**src/rtl/inst_encoder_pkg.sv**
```systemverilog
// ---------------------------------------------------------------------------
// inst_encoder_pkg
//   Definitions shared by the instruction encoder and the processor's
//   fetch-stage decoder: instruction word fields, opcode nibbles, the
//   state-number op constants {opcode, subop}, the encoder FSM state type
//   and a helper that builds a Pre word.
// ---------------------------------------------------------------------------
package inst_encoder_pkg;

    // Instruction word layout: [15:12] opcode, [11:0] immediate.
    localparam int WORD_W   = 16;
    localparam int OPCODE_W = 4;
    localparam int IMMED_W  = 12;
    // A Pre word carries the upper immediate nibble in its low 4 bits.
    localparam int PRE_W    = 4;

    // Opcode nibbles (upper half of a state-number op).
    localparam logic [3:0] OPC_ALU   = 4'h0;
    localparam logic [3:0] OPC_PUSH  = 4'h1;
    localparam logic [3:0] OPC_CALL  = 4'h4;
    localparam logic [3:0] OPC_JUMP  = 4'h5;
    localparam logic [3:0] OPC_JUMPF = 4'h6;
    localparam logic [3:0] OPC_JUMPT = 4'h7;
    localparam logic [3:0] OPC_GET   = 4'h8;
    localparam logic [3:0] OPC_PUT   = 4'h9;
    localparam logic [3:0] OPC_POP   = 4'hA;
    localparam logic [3:0] OPC_PRE   = 4'hB;

    // State-number op constants {opcode, subop}.
    localparam logic [7:0] OP_ADD   = 8'h00;
    localparam logic [7:0] OP_SYS   = 8'h0B;  // last legal opcode-0 subop
    localparam logic [7:0] OP_PUSH  = 8'h10;
    localparam logic [7:0] OP_CALL  = 8'h40;
    localparam logic [7:0] OP_JUMP  = 8'h50;
    localparam logic [7:0] OP_JUMPF = 8'h60;
    localparam logic [7:0] OP_JUMPT = 8'h70;
    localparam logic [7:0] OP_GET   = 8'h80;
    localparam logic [7:0] OP_PUT   = 8'h90;
    localparam logic [7:0] OP_POP   = 8'hA0;
    localparam logic [7:0] OP_PRE   = 8'hB0;
    localparam logic [7:0] OP_NOP   = 8'hF0;

    // Register-field value the processor uses for "no register operand".
    localparam logic [3:0] NOREG = 4'hF;

    typedef enum logic [1:0] {
        ST_IDLE      = 2'd0,
        ST_EMIT_PRE  = 2'd1,
        ST_EMIT_MAIN = 2'd2
    } enc_state_t;

    // Pre word supplying immed[15:12] to the following instruction.
    function automatic logic [WORD_W-1:0] make_pre(input logic [15:0] immed);
        return {OPC_PRE, 8'h00, immed[15:12]};
    endfunction

endpackage

```
**src/rtl/inst_encoder_fit_check.sv**
```systemverilog
// ---------------------------------------------------------------------------
// enc_fit_check
//   Combinational classifier: decides whether a symbolic instruction is
//   legal, whether its immediate needs a Pre word, and builds both words.
//   Define ENC_ALWAYS_PRE_EN to make Call/Jump/JumpF/JumpT always emit a Pre
//   (position-independent, fixed 2-word size); Push is unaffected.
//
//   Ports:
//     op        in  8   state-number op {opcode, subop}
//     immed     in  16  full immediate / branch target
//     addr      in  16  address the first emitted word will occupy
//     legal     out 1   request can be encoded
//     need_pre  out 1   a Pre word must precede main_word
//     main_word out 16  the instruction word itself
//     pre_word  out 16  Pre word carrying immed[15:12]
// ---------------------------------------------------------------------------
module enc_fit_check
    import inst_encoder_pkg::*;
(
    input  logic [7:0]  op,
    input  logic [15:0] immed,
    input  logic [15:0] addr,
    output logic        legal,
    output logic        need_pre,
    output logic [15:0] main_word,
    output logic [15:0] pre_word
);

    logic [3:0] opcode;
    logic [3:0] subop;

    assign opcode   = op[7:4];
    assign subop    = op[3:0];
    assign pre_word = make_pre(immed);

    always_comb begin
        // NOTE: every output gets a default before the case so no path can
        // leave one unassigned and infer a latch.
        legal     = 1'b0;
        need_pre  = 1'b0;
        main_word = {opcode, immed[11:0]};
        case (opcode)
            OPC_ALU: begin
                legal     = (subop <= OP_SYS[3:0]);
                main_word = {OPC_ALU, 8'h00, subop};
            end
            OPC_PUSH: begin
                // The decoder sign-extends bit 11, so bits 15:11 must agree.
                legal    = 1'b1;
                need_pre = !((&immed[15:11]) || !(|immed[15:11]));
            end
            OPC_CALL, OPC_JUMP, OPC_JUMPF, OPC_JUMPT: begin
                legal = 1'b1;
`ifdef ENC_ALWAYS_PRE_EN
                need_pre = 1'b1;
`else
                // Without a Pre the decoder takes bits 14:12 from the jump
                // word's own address and forces bit 15 to zero.
                need_pre = immed[15] || (immed[14:12] != addr[14:12]);
`endif
            end
            OPC_GET, OPC_PUT, OPC_POP: begin
                legal = (immed[15:12] == 4'h0);
            end
            default: begin
                legal = 1'b0;
            end
        endcase
    end

endmodule

```
**src/rtl/inst_encoder.sv**
```systemverilog
// ---------------------------------------------------------------------------
// inst_encoder
//   Turns a symbolic instruction (state-number op + 16-bit immediate) into
//   the 16-bit words instruction memory holds, inserting a Pre word when the
//   decoder could not rebuild the immediate alone, and tracks the memory
//   address of every emitted word.
//   Optional macro: ENC_ALWAYS_PRE_EN (see enc_fit_check).
//
//   Ports:
//     clk        in  1   clock, all state on posedge
//     reset      in  1   asynchronous active-high reset
//     in_valid   in  1   request present
//     in_ready   out 1   request accepted this cycle
//     in_op      in  8   op {opcode, subop}
//     in_immed   in  16  immediate / target
//     load_addr  in  1   load address counter (honoured only when idle)
//     base_addr  in  16  value for load_addr
//     out_valid  out 1   out_word/out_addr valid
//     out_ready  in  1   consumer takes the word
//     out_word   out 16  encoded instruction word
//     out_addr   out 16  memory address of out_word
//     err        out 1   pulse: illegal request accepted and dropped
// ---------------------------------------------------------------------------
module inst_encoder
    import inst_encoder_pkg::*;
#(
    parameter logic [15:0] RESET_ADDR = 16'h0000
) (
    input  logic        clk,
    input  logic        reset,
    input  logic        in_valid,
    output logic        in_ready,
    input  logic [7:0]  in_op,
    input  logic [15:0] in_immed,
    input  logic        load_addr,
    input  logic [15:0] base_addr,
    output logic        out_valid,
    input  logic        out_ready,
    output logic [15:0] out_word,
    output logic [15:0] out_addr,
    output logic        err
);

    enc_state_t  state;
    enc_state_t  state_next;
    logic [15:0] addr;
    logic [15:0] main_q;
    logic        accept;
    logic        out_fire;

    logic        fit_legal;
    logic        fit_need_pre;
    logic [15:0] fit_main;
    logic [15:0] fit_pre;

    enc_fit_check u_fit (
        .op        (in_op),
        .immed     (in_immed),
        .addr      (addr),
        .legal     (fit_legal),
        .need_pre  (fit_need_pre),
        .main_word (fit_main),
        .pre_word  (fit_pre)
    );

    assign accept   = in_valid && in_ready;
    assign out_fire = out_valid && out_ready;
    assign out_addr = addr;

    // State register.
    always_ff @(posedge clk or posedge reset) begin
        // NOTE: sequential state uses non-blocking assignments so every
        // register samples pre-edge values regardless of block order.
        if (reset) begin
            state <= ST_IDLE;
        end else begin
            state <= state_next;
        end
    end

    // Next-state logic.
    always_comb begin
        state_next = state;
        case (state)
            ST_IDLE: begin
                if (accept && fit_legal) begin
                    state_next = fit_need_pre ? ST_EMIT_PRE : ST_EMIT_MAIN;
                end
            end
            ST_EMIT_PRE: begin
                if (out_ready) state_next = ST_EMIT_MAIN;
            end
            ST_EMIT_MAIN: begin
                if (out_ready) state_next = ST_IDLE;
            end
            default: state_next = ST_IDLE;
        endcase
    end

    // Outputs decoded from state.
    always_comb begin
        in_ready  = (state == ST_IDLE) && !load_addr;
        out_valid = (state != ST_IDLE);
    end

    // Address counter, word registers and error pulse.
    always_ff @(posedge clk or posedge reset) begin
        if (reset) begin
            addr     <= RESET_ADDR;
            out_word <= 16'h0000;
            main_q   <= 16'h0000;
            err      <= 1'b0;
        end else begin
            err <= accept && !fit_legal;

            if ((state == ST_IDLE) && load_addr) begin
                addr <= base_addr;
            end else if (out_fire) begin
                addr <= addr + 16'd1;
            end

            if (accept && fit_legal) begin
                out_word <= fit_need_pre ? fit_pre : fit_main;
                main_q   <= fit_main;
            end else if ((state == ST_EMIT_PRE) && out_ready) begin
                out_word <= main_q;
            end
        end
    end

endmodule

```
**config.mk**
```make
export PLATFORM = sky130hd
export DESIGN_NAME = inst_encoder
export DESIGN_NICKNAME = d
export VERILOG_FILES = /design/src/rtl/inst_encoder_pkg.sv /design/src/rtl/inst_encoder_fit_check.sv /design/src/rtl/inst_encoder.sv
export SDC_FILE = /design/constraint.sdc
export NUM_CORES = 1
export LEC_CHECK = 0
export ABC_AREA = 1
export ABC_CLOCK_PERIOD_IN_PS = 1400
export CAP_MARGIN = 20
export CORE_MARGIN = 4
export CORE_UTILIZATION = 45
export DETAILED_ROUTE_END_ITERATION = 10
export GPL_ROUTABILITY_DRIVEN = 0
export PLACE_DENSITY = 0.84
export SLEW_MARGIN = 20
export SYNTH_ARGS = -nofsm -noshare
export SYNTH_HDL_FRONTEND = slang
export SYNTH_HIERARCHICAL = 1
export SYNTH_SLANG_ARGS = --single-unit
```
**constraint.sdc**
```tcl
create_clock -name clk -period 1.4 [get_ports clk]
set_input_delay 0.14 -clock clk [delete_from_list [all_inputs] [get_ports clk]]
set_output_delay 0.14 -clock clk [all_outputs]
set_load 0.01 [all_outputs]
```
## Word level (Yosys, flattened, before mapping)

Index checks and enable logic that the tools add are counted.

- Input port bits: 45
- Logic and storage cells: 59
- Flip-flop bits (word level): 51
- Output and inout port bits: 35

- Reductions and logical operators: 25
- Mux-type cells: 13
- Order comparisons: 1
- Add/sub/neg operators: 1
- Equal/unequal tests: 14

Operators by type and width:

| kind | count |
|---|---|
| 16-bit 2-to-1 mux | 6 |
| 16-bit by 1-bit adder with 16-bit output (second input constant) | 1 |
| 4-bit by 3-bit equality test with 1-bit output (second input constant) | 4 |
| 4-bit equality test (second input constant) | 3 |
| 5-bit OR reduction | 2 |
| 4-bit logical NOT | 2 |
| 2-bit 2-to-1 mux | 4 |
| 1-bit logical AND | 7 |
| 2-bit one-hot mux with 3 select lines | 1 |
| 2-bit nonzero test | 3 |
| 5-bit AND reduction | 1 |
| 4-bit by 1-bit equality test with 1-bit output (second input constant) | 1 |
| 4-bit <= comparator (second input constant) | 1 |
| 1-bit logical NOT | 4 |
| 2-bit != test (second input constant) | 2 |
| 4-bit OR reduction | 1 |
| 3-bit != test | 1 |
| 1-bit one-hot mux with 3 select lines | 1 |
| 3-bit AND reduction | 1 |
| 3-bit OR reduction | 1 |
| 2-bit by 1-bit equality test with 1-bit output (second input constant) | 1 |
| 2-bit equality test (second input constant) | 1 |
| 2-bit logical NOT | 1 |
| 1-bit logical OR | 2 |
| 2 further kinds | 2 |

## Depth between registers and ports, before layout

- Depth in word-level cells: 8
- Depth in mapped cells: 14
- Mapped depth without buffers: 13

## By module

Netlist, hierarchy kept.

By module, submodules not included:

| module | area an instance (µm²) | sequential area each (µm²) | cells each | instances |
|---|---|---|---|---|
| inst_encoder | 2834.0 | 1276.2 | 383 | 1 |
| enc_fit_check | 461.7 | 0.0 | 94 | 1 |

## Worst setup path before layout

Ideal clock, no wire load.

- Kind: register -> register
- From: register addr[12] (netlist: out_addr[12])
- To: register out_word[15]
- Cell stages (with the launch flop): 15
- Required time: 1337 ps
- Period minus slack after synthesis: 1577 ps
- Setup time: 63 ps
- Arrival time: 1513 ps
- Path slack: -177 ps
- Path buffers: 1
- Path through: dfrtp_1 inv_1 nand2_1 nand2_1 nor2_1 nand2_1 nand2_1 nand2_1 clkbuf_1 nand2_1 o21ai_0 nand2_1 nand3_1 o21ai_0 inv_1

- Word-level cells in the longest chain between the ends: 5

RTL lines:

| item | RTL line | source |
|---|---|---|
| start: declaration | inst_encoder.sv:46 | `logic [15:0] addr;` |
| start signal: assignment | inst_encoder.sv:117 | `addr <= base_addr;` |
| start signal: assignment | inst_encoder.sv:119 | `addr <= addr + 16'd1;` |
| 3-bit != test | inst_encoder_fit_check.sv:59 | `need_pre = immed[15] \|\| (immed[14:12] != addr[14:12]);` |
| 1-bit logical OR | inst_encoder_fit_check.sv:59 |  |
| 1-bit one-hot mux with 2 select lines | inst_encoder_fit_check.sv:42 | `case (opcode)` |
| via fit_need_pre | inst_encoder.sv:52 | `logic fit_need_pre;` |
| 16-bit 2-to-1 mux | inst_encoder.sv:123 | `out_word <= fit_need_pre ? fit_pre : fit_main;` |
| 16-bit 2-to-1 mux | inst_encoder.sv:122 | `if (accept && fit_legal) begin` |
| end signal: assignment | inst_encoder.sv:123 |  |
| end signal: assignment | inst_encoder.sv:126 | `out_word <= main_q;` |
| end: declaration | inst_encoder.sv:39 | `output logic [15:0] out_word,` |

The timed path passes the listed nets, and every way through them passes these cells.
A chain may end at the register's enable or synchronous reset.

## Worst setup path after layout

- From: register addr[12] (netlist: out_addr[12])
- To: register out_word[1]

Same word-level chain as after synthesis.

==> report_table.html <==
<table>
<tr><th>Metric</th><th>Value</th></tr>
<tr><th colspan="2">Critical path</th></tr>
<tr><td>Number of buffers and inverters on the critical path</td><td>2</td></tr>
<tr><td>Data arrival at the endpoint of the critical path</td><td>1.84 ns</td></tr>
<tr><td>Flop2flop setup slack</td><td>-0.23 ns</td></tr>
<tr><td>Kind of start point of the critical path</td><td>flop</td></tr>
<tr><td>Depth of the worst register-to-register path</td><td>13</td></tr>
<tr><td>Worst-path maximum fanout</td><td>6</td></tr>
<tr><td>Worst reg2reg startpoint</td><td>out_addr[12]$_DFFE_PP0P_</td></tr>
<tr><td>Worst R2R End</td><td>out_word[1]$_DFFE_PP0P_</td></tr>
<tr><td>Endpoint class of the critical path</td><td>flop</td></tr>
<tr><td>First element of the critical path</td><td>out_addr[12]$_DFFE_PP0P_</td></tr>
<tr><td>Highest cell delay on the worst timing path</td><td>0.43 ns</td></tr>
<tr><td>Type of the worst setup path</td><td>flop to flop</td></tr>
<tr><td>Series of cell instances along the critical path</td><td>nand2_1, nand2_1, nor2_1, nand2_1, nand2_2, nand2_4, buf_12, nand2_4, o21ai_2, nand2_1, nand3_1, o21ai_1, inv_1</td></tr>
<tr><td>Worst path top cell family by delay</td><td>simple AND/OR/NAND/NOR gates</td></tr>
<tr><td>Required time at the worst-slack endpoint</td><td>1.61 ns</td></tr>
<tr><td>CP max stage cell</td><td>sky130_fd_sc_hd__dfrtp_2</td></tr>
<tr><td>Most common cell type on the critical path</td><td>sky130_fd_sc_hd__nand2_1</td></tr>
<tr><th colspan="2">Timing</th></tr>
<tr><td>Number of slew-limit violations in the final report</td><td>0</td></tr>
<tr><td>Post-route worst setup slack</td><td>-0.226 ns</td></tr>
<tr><td>Post-route clock period utilization</td><td>116%</td></tr>
<tr><td>Number of hold violations in the final report</td><td>0</td></tr>
<tr><td>Setup TNS</td><td>-3.26 ns</td></tr>
<tr><td>Final count of negative-setup-slack endpoints</td><td>38</td></tr>
<tr><td>Final clock skew</td><td>0.0185 ns</td></tr>
<tr><td>Post-layout minimum cycle time</td><td>1.63 ns</td></tr>
<tr><td>Max Clock Freq</td><td>0.615 GHz</td></tr>
<tr><td>RSZ-0062 raised after global routing</td><td>yes</td></tr>
<tr><th colspan="2">Layout</th></tr>
<tr><td>Commonest cells after routing, fill and taps aside</td><td>sky130_fd_sc_hd__nand2_1 (96), sky130_fd_sc_hd__inv_1 (65), sky130_fd_sc_hd__dfrtp_1 (48)</td></tr>
<tr><td>Leading cell type in the layout, fill and taps excluded</td><td>sky130_fd_sc_hd__nand2_1</td></tr>
<tr><td>Share of final-layout standard cells stronger than drive strength 1</td><td>31.1%</td></tr>
<tr><td>Final nets</td><td>652</td></tr>
<tr><td>Area growth syn-to-layout</td><td>59.2%</td></tr>
<tr><td>Ant diodes</td><td>0</td></tr>
<tr><th colspan="2">Synthesis</th></tr>
<tr><td>Cell count after synthesis</td><td>477</td></tr>
<tr><td>Yosys cell types</td><td>32</td></tr>
<tr><td>Post-synthesis cell area</td><td>3300 um^2</td></tr>
<tr><td>Number of synthesized register bits</td><td>51</td></tr>
<tr><td>Count of warnings emitted by yosys</td><td>6</td></tr>
<tr><td>Part of the Yosys area used for sequential elements</td><td>38.7%</td></tr>
<tr><td>Mean Syn Cell Area</td><td>6.91 um^2</td></tr>
<tr><th colspan="2">Clock tree</th></tr>
<tr><td>Clock transition at path regs</td><td>0.12 ns</td></tr>
<tr><td># clock sinks</td><td>51</td></tr>
<tr><td>CTS Buf Count</td><td>5</td></tr>
<tr><td>Clock tree from TritonCTS</td><td>done</td></tr>
<tr><td>H-tree level count</td><td>2</td></tr>
<tr><td>Clock Path Buffers</td><td>2</td></tr>
<tr><td>Clock latency of the later-clocked register in the worst-skew pair</td><td>0.33 ns</td></tr>
<tr><td>CTS Root Buffer Type</td><td>sky130_fd_sc_hd__clkbuf_8</td></tr>
<tr><th colspan="2">Drt</th></tr>
<tr><td>Post-detailed-route count of antenna-violating nets</td><td>0</td></tr>
<tr><td>Total Routed Length</td><td>12.1 mm</td></tr>
<tr><td>Avg WL per Cell</td><td>17.2 um</td></tr>
<tr><td>First-iteration detailed-routing DRC count</td><td>371</td></tr>
<tr><td>Via/cell ratio</td><td>5.50</td></tr>
<tr><td>DR pass1 iterations</td><td>5</td></tr>
<tr><td>Vias post-DR</td><td>3866</td></tr>
<tr><td>Drc violations</td><td>0</td></tr>
<tr><th colspan="2">Floorplan</th></tr>
<tr><td>Top-level port count</td><td>80</td></tr>
<tr><td>Effective utilization at floorplan</td><td>47.5%</td></tr>
<tr><td>Number of placement rows</td><td>30</td></tr>
<tr><td>Die Span Y</td><td>93.6 um</td></tr>
<tr><td>Core region area</td><td>6940 um^2</td></tr>
<tr><td>Area enclosed by the die boundary</td><td>8760 um^2</td></tr>
<tr><td>Floorplan die width</td><td>93.6 um</td></tr>
<tr><th colspan="2">Global route</th></tr>
<tr><td>Gr usage total</td><td>20.8%</td></tr>
<tr><td>First-pass GRT wire length</td><td>14.9 mm</td></tr>
<tr><td>Via count of the first global-routing pass</td><td>3270</td></tr>
<tr><td>Maximum number of pins on one net before global-route repair</td><td>27</td></tr>
<tr><td>Antenna violations before repair</td><td>0</td></tr>
<tr><td>Overflow left after global routing</td><td>0</td></tr>
<tr><th colspan="2">Place</th></tr>
<tr><td>Minimum setup slack after placement</td><td>-0.612 ns</td></tr>
<tr><td>HPWL after detailed placement</td><td>6.40 mm</td></tr>
<tr><td>Port Buf Inserts</td><td>79</td></tr>
<tr><th colspan="2">Pwr</th></tr>
<tr><td>Leak Pwr</td><td>2.64 nW</td></tr>
<tr><td>Power density over cell area</td><td>1240 nW/um^2</td></tr>
<tr><td>Worst vdd rail ir drop</td><td>0.545 mV</td></tr>
<tr><th colspan="2">Job</th></tr>
<tr><td>Number of max-cap violations</td><td>0</td></tr>
<tr><th colspan="2">Min path</th></tr>
<tr><td>Worst min-delay path category</td><td>input port to async pin</td></tr>
<tr><th colspan="2">Outcome</th></tr>
<tr><td>Outcome</td><td>finished, violations left</td></tr>
<tr><td>Violated checks</td><td>setup timing</td></tr>
</table>
synth_stat cells (all sizes together):
cell type | n | area share (%)
nand2 | 130 | 16
ha | 1 | 0.38
nor2 | 55 | 7.7
o21a | 2 | 0.46
a211oi | 5 | 1.1
dfrtp | 51 | 39
inv | 77 | 8.8
clkbuf | 8 | 0.95
buf | 28 | 6.7
conb | 2 | 0.23
nand3 | 35 | 5.8
nand4 | 3 | 0.57
o32ai | 1 | 0.27
nor3 | 1 | 0.15
o211ai | 3 | 0.68
a21oi | 13 | 2.0
nand3b | 1 | 0.23
o21ai | 59 | 9.0
a31oi | 1 | 0.19
o22ai | 1 | 0.19
power by group:
group	switching, W	internal [W]	total, W
combinational	0.00170	0.00150	0.00320
clock	0.000562	0.000534	0.00110
sequential	0.000301	0.00190	0.00220
registers in the layout, summed over array words and instances (netlist names):
| signal | count |
|---|---|
| out_addr | 16 |
| out_word | 16 |
| err | 1 |
| main_q | 16 |
| state | 2 |
final cells by class:
class,count,area (um^2)
timing repair buffer,148,1540
tap,96,120
fill,408,1700
clock buffer,5,68.8
inverter,77,300
clock inverter,3,43.8
sequential,51,1280
multi-input combinational,323,1900
metal layers:
metal,GRT usage [%],part of all wire [%],vias to the layer above
met5,0,0,-
li1,-,-,1727
met1,27.8,37,1788
met3,2.65,8.4,78
met4,6.86,6.4,0
met2,34.8,48,273
how the worst max path moves through the flow:
stage	endpoint	cells after the start	slack (ns)
floorplan	out_word[15]$_DFFE_PP0P_	13	-0.05
global placement	out_word[2]$_DFFE_PP0P_	12	-0.55
detailed placement	out_word[4]$_DFFE_PP0P_	12	-0.61
CTS	out_word[3]$_DFFE_PP0P_	13	-0.09
global route	out_word[3]$_DFFE_PP0P_	14	-0.33
finish	out_word[1]$_DFFE_PP0P_	13	-0.23
kinds of logic (layout without fill, tap and decap cells):
family / after synthesis / count (layout) / synth area share, %
AOI/OAI and AO/OA: 85 / 85 / 13.9
adders and majority gates: 1 / 1 / 0.380
buffers and inverters: 113 / 233 / 16.5
DFF: 51 / 51 / 38.7
other: 2 / 12 / 0.228
and+or+nand+nor: 225 / 225 / 30.3
timing repair:
item	4_1_cts	5_1_grt
hold buffers	0	0
setup endpoints to repair	53	61
setup buffers	16	9
resized for setup	36	150
cloned	0	5
pin swaps	5	67
metrics by stage:
step / total power (W) / hold slack (ns) / util (%) / cell area [um^2] / std cells
2_1_floorplan: 0.00337 / 0.189 / - / 3380 / 487
3_3_place_gp: 0.00449 / 0.461 / 63.0 / 4370 / 665
3_5_place_dp: 0.00457 / 0.468 / 63.0 / 4370 / 665
4_1_cts: 0.00571 / 0.167 / 66.7 / 4630 / 689
5_1_grt: 0.00681 / 0.173 / 75.5 / 5250 / 703
6_report: 0.00650 / 0.141 / 75.5 / 5250 / 703
Power figures use the tool's default switching activity.
